**config.mk**
```make
export PLATFORM = sky130hd
export DESIGN_NAME = pc_sequencer
export DESIGN_NICKNAME = d
export VERILOG_FILES = /design/src/rtl/pc_seq_pkg.sv /design/src/rtl/pc_settle_timer.sv /design/src/rtl/pc_sequencer.sv
export SDC_FILE = /design/constraint.sdc
export NUM_CORES = 1
export LEC_CHECK = 0
export CAP_MARGIN = 30
export CELL_PAD_IN_SITES_DETAIL_PLACEMENT = 0
export CELL_PAD_IN_SITES_GLOBAL_PLACEMENT = 1
export CORE_ASPECT_RATIO = 0.75
export CORE_MARGIN = 2
export CORE_UTILIZATION = 27
export CTS_BUF_LIST = sky130_fd_sc_hd__clkbuf_4 sky130_fd_sc_hd__clkbuf_8
export DETAILED_ROUTE_END_ITERATION = 12
export PLACE_DENSITY_LB_ADDON = 0.1
export SLEW_MARGIN = 20
export SYNTH_ARGS = -nofsm -noshare
export SYNTH_HDL_FRONTEND = slang
export SYNTH_SLANG_ARGS = --single-unit
```
**constraint.sdc**
```tcl
create_clock -name clock -period 2.84 [get_ports clock]
set_input_delay 0.568 -clock clock [delete_from_list [all_inputs] [get_ports clock]]
set_output_delay 0.568 -clock clock [all_outputs]
set_load 0.05 [all_outputs]
```
**src/rtl/pc_seq_pkg.sv**
```systemverilog
// Shared types and encodings for the program-counter sequencer.
package pc_seq_pkg;

    typedef enum logic [2:0] {
        ST_IDLE   = 3'd0,
        ST_RUN    = 3'd1,
        ST_IOWAIT = 3'd2,
        ST_SETTLE = 3'd3,
        ST_HALTED = 3'd4
    } pc_state_e;

    localparam logic [2:0] CLS_SEQ    = 3'd0;
    localparam logic [2:0] CLS_JUMP   = 3'd1;
    localparam logic [2:0] CLS_BRANCH = 3'd2;
    localparam logic [2:0] CLS_JREG   = 3'd3;
    localparam logic [2:0] CLS_HALT   = 3'd4;
    localparam logic [2:0] CLS_IOWAIT = 3'd5;

    localparam logic [1:0] PC_HOLD = 2'd0;
    localparam logic [1:0] PC_INC  = 2'd1;
    localparam logic [1:0] PC_LOAD = 2'd2;

endpackage

```
**src/rtl/pc_settle_timer.sv**
```systemverilog
// Settle counter: cleared on load, counts while enabled, flags the last settle cycle.
module pc_settle_timer #(
    parameter int DELAY_CYCLES = 150
) (
    input  logic clock,
    input  logic reset,
    input  logic load,
    input  logic enable,
    output logic done
);
    localparam int CNT_W = $clog2(DELAY_CYCLES + 1);
    localparam logic [CNT_W-1:0] LAST = CNT_W'(DELAY_CYCLES - 1);

    logic [CNT_W-1:0] count_q, count_d;

    always_comb begin
        count_d = count_q;
        if (load) begin
            count_d = '0;
        end else if (enable) begin
            count_d = count_q + CNT_W'(1);
        end
    end

    always_ff @(posedge clock or posedge reset) begin
        if (reset) begin
            count_q <= '0;
        end else begin
            count_q <= count_d;
        end
    end

    assign done = (count_q == LAST);

endmodule

```
**src/rtl/pc_sequencer.sv**
```systemverilog
// Drives the program counter's flagPC/newAddress from the decoded instruction class,
// including halt handling and a fixed settle delay after I/O completion.
module pc_sequencer
    import pc_seq_pkg::*;
#(
    parameter int ADDR_W       = 20,
    parameter int DELAY_CYCLES = 150
) (
    input  logic              clock,
    input  logic              reset,
    input  logic              start,
    input  logic              instrValid,
    input  logic [2:0]        instrClass,
    input  logic              branchTaken,
    input  logic [ADDR_W-1:0] immTarget,
    input  logic [ADDR_W-1:0] regTarget,
    input  logic              ioReady,
    output logic [1:0]        flagPC,
    output logic [ADDR_W-1:0] newAddress,
    output logic              pcReset,
    output logic              busy,
    output logic              halted,
    output logic              illegal
);
    pc_state_e state_q, state_d;
    logic      illegal_q, illegal_d;
    logic      tmr_load, tmr_done;

    pc_settle_timer #(.DELAY_CYCLES(DELAY_CYCLES)) u_timer (
        .clock  (clock),
        .reset  (reset),
        .load   (tmr_load),
        .enable (state_q == ST_SETTLE && !tmr_done),
        .done   (tmr_done)
    );

    always_comb begin
        state_d    = state_q;
        illegal_d  = illegal_q;
        flagPC     = PC_HOLD;
        newAddress = '0;
        tmr_load   = 1'b0;
        case (state_q)
            ST_IDLE: begin
                if (start) begin
                    state_d   = ST_RUN;
                    illegal_d = 1'b0;
                end
            end
            ST_RUN: begin
                if (instrValid) begin
                    case (instrClass)
                        CLS_SEQ:    flagPC = PC_INC;
                        CLS_JUMP: begin
                            flagPC     = PC_LOAD;
                            newAddress = immTarget;
                        end
                        CLS_BRANCH: begin
                            if (branchTaken) begin
                                flagPC     = PC_LOAD;
                                newAddress = immTarget;
                            end else begin
                                flagPC = PC_INC;
                            end
                        end
                        CLS_JREG: begin
                            flagPC     = PC_LOAD;
                            newAddress = regTarget;
                        end
                        CLS_HALT:   state_d = ST_HALTED;
                        CLS_IOWAIT: state_d = ST_IOWAIT;
                        default: begin
                            // reserved classes still advance so the program keeps moving
                            flagPC    = PC_INC;
                            illegal_d = 1'b1;
                        end
                    endcase
                end
            end
            ST_IOWAIT: begin
                if (ioReady) begin
                    tmr_load = 1'b1;
                    state_d  = ST_SETTLE;
                end
            end
            ST_SETTLE: begin
                if (tmr_done) begin
                    flagPC  = PC_INC;
                    state_d = ST_RUN;
                end
            end
            ST_HALTED: begin
                if (start) begin
                    state_d = ST_IDLE;
                end
            end
            default: state_d = ST_IDLE;
        endcase
    end

    always_ff @(posedge clock or posedge reset) begin
        if (reset) begin
            state_q   <= ST_IDLE;
            illegal_q <= 1'b0;
        end else begin
            state_q   <= state_d;
            illegal_q <= illegal_d;
        end
    end

    assign pcReset = (state_q == ST_IDLE);
    assign busy    = (state_q == ST_RUN) || (state_q == ST_IOWAIT) || (state_q == ST_SETTLE);
    assign halted  = (state_q == ST_HALTED);
    assign illegal = illegal_q;

endmodule

```
==> results.cfg <==
[synthesis]
synthXorXnorAreaFrac_pct = 0
ys.flop_type = dfrtp_1
async_reset_ff_share_pct = 100
synthCells = 177
synth-simple-area-share_pct = 39.1
synth_top_family_by_area = simple AND/OR/NAND/NOR gates
synthAdderAreaFrac_pct = 2.04
yosys_warnings = 0
synth.avg_cell_area_sq_um = 6.91
synth_edf_count = 0
yosys.area.top_type = dfrtp_1
synth_common_cells = 29 x nand2_1, 24 x nor2b_1, 22 x a21oi_1, 22 x o21ai_0, 13 x clkbuf_1
synth_compound_area_share_pct = 23.1
yosysTopAreaCellShare_pct = 24.5
synth.area.top_cells = dfrtp_1 25%, nor2b_1 12%, a21oi_1 9.0%, o21ai_0 9.0%, nand2_1 8.9%
syn_nets = 228
yosys-mux-area-fraction_pct = 5.73
synth_most_common_cell = nand2_1
syn-cell-area_sq_um = 1220
ys_seq_area_share_pct = 24.5
ys_types = 34
synth_seq_cells = 12

[die]
io_pins = 75
rows = 21
die_h_um = 62.3
initial_core_util_pct = 27.7
core_area_sq_um = 4410
die_x_um = 81.7
die-area_sq_um = 5090

[setup_path]
critical-path-slowest-cell = clkdlybuf4s50_1
cp.arrival_ns = 2.21
rrSetupSlack_ns = 1.26
worstPathCellList = clkdlybuf4s50_1 -> nand4bb_1 -> or3_1 -> buf_12 -> a21oi_1 -> buf_12
cp_num_buf_inv = 3
path_delay_family = buffers and inverters
cp_common_cell = buf_12
worst-path-max-fanout = 20
crit_path_end_kind = output port
max_stage_delay_ns = 0.50
critPathRequiredTime_ns = 2.27
start_kind = input pin
crit_type = input pin to output port

[sta]
holdWs_ns = 0.514
min_period_over_period_pct = 97.7
worst_slew_pin_slew_ns = 0.495
drv_slew = 0
fmax_ghz = 0.360
worst_clock_skew_ns = 0.00237
relSlewSlack_pct = 66.9
setup_viol = 0
grt_setup_unrepaired = true
report.final.hold_viol_count = 0
post-route-min-period_ns = 2.78

[clocking]
cts_buffers = 3
postCtsSetupBuffers = 0
clk_pin_slew_ns = 0.05
clock_latency_ns = 0.24
cts_tree = built
clkSinkCount = 12
cts_root_buf = clkbuf_8
clk_path_buf_depth = 2
post_cts_resized = 0
cts_hold_buf = 0
htreeDepth = 1

[drt]
drc = 0
wirelength_mm = 4.17
antenna_left = 0
vias_per_cell = 4.79
dr.pass1.iters = 4
wl_per_cell_um = 13.6
vias = 1472
drtIter0Drc = 42

[cells_and_area]
multi_input_area_sq_um = 863
final_net_count = 303
utilization_pct = 53.6
fillCellCount = 427
drive_above_1_share_pct = 15.6
n_antenna_cell = 0
seqCellArea_sq_um = 300
syn2layout_area_growth_pct = 93.3

[global_routing]
grt_antenna_before_repair = 0
grt_pass1_wl_mm = 7.18
grt_max_degree = 21
grt_use_total_pct = 17.6
grt_pass1_vias = 1471
grt_overflow = 0

[place]
place_congestion = 0.723
dpl.hpwl_mm = 3.17
place.port_buffers = 74

[pwr]
vdd_drop_max_mv = 0.209
p_leak_uw = 0.000885
power.total_uw = 1020
power.density_nw_per_um2 = 433

[job]
max_cap_violations = 0

[run_status]
status = finished clean

[min_path]
hold_class = flip-flop to flip-flop
-- area by class of cell --
type / count / area share [%]
Inverter: 4 / 0.635
Clock buffer: 3 / 1.75
Sequential cell: 12 / 12.7
Timing Repair Buffer: 84 / 45.4
Multi-Input combinational cell: 147 / 36.5
Tap cell: 57 / 3.02
-- placed cells by master (no fill, tap or decap), drive strengths merged, types with 2 or more instances in the layout --
master,instances
o21ai,23
ha,2
nor3,3
clkdlybuf4s50,52
or3,2
dfrtp,12
nand2,29
nand4,2
nand4bb,2
nor2b,24
mux2i,7
nand2b,3
a31oi,2
clkbuf,3
nor2,6
nand3,3
inv,4
buf,32
a21oi,22
and3b,3
-- cell families (layout without fill, tap and decap cells) --
logic type	after synthesis	after routing
simple gates	86	86
compound gates	52	52
buf+inv	18	91
flops	12	12
mux	7	7
fa+ha+maj	2	2
-- worst paths after layout --
path	end	from	depth (start not counted)
setup / recovery	newAddress[4]	instrValid	6
hold / removal	u_timer.count_q[6]	u_timer.count_q[6]	1
setup reg to reg	u_timer.count_q[3]	u_timer.count_q[1]	5
hold reg to reg	u_timer.count_q[6]	u_timer.count_q[6]	1
max in group asynchronous	u_timer.count_q[7]	reset	2
min in group asynchronous	illegal	reset	2
-- report_power, final --
group	internal (uW)	switching (uW)	total, uW
Combinational	267	244	511
Sequential	249	104	353
Clock	93.7	65.5	159
-- sequential cells by signal, summed over array words and instances, names as in the netlist --
register         count
state_q              3
u_timer.count_q      8
illegal              1
-- metal layers --
| layer | vias to the layer above | routed length, um | track usage, % |
|---|---|---|---|
| met5 | - | 0 | 0 |
| met4 | 0 | 19 | 2.50 |
| met3 | 5 | 296 | 5.23 |
| met2 | 42 | 1870 | 26.8 |
| met1 | 662 | 1990 | 24.9 |
| li1 | 763 | - | - |
-- stage by stage --
step	setup slack, ns	instance area [sq um]	instances	TNS [ns]
after floorplan	0.110	1220	177	0
after global placement	0.0690	2320	304	0
after detailed placement	0.0762	2320	304	0
after CTS	0.0667	2360	307	0
after global routing	-0.0276	2360	307	-0.147
final	0.0647	2360	307	0
Note: power is estimated with default switching activity, not from simulation.
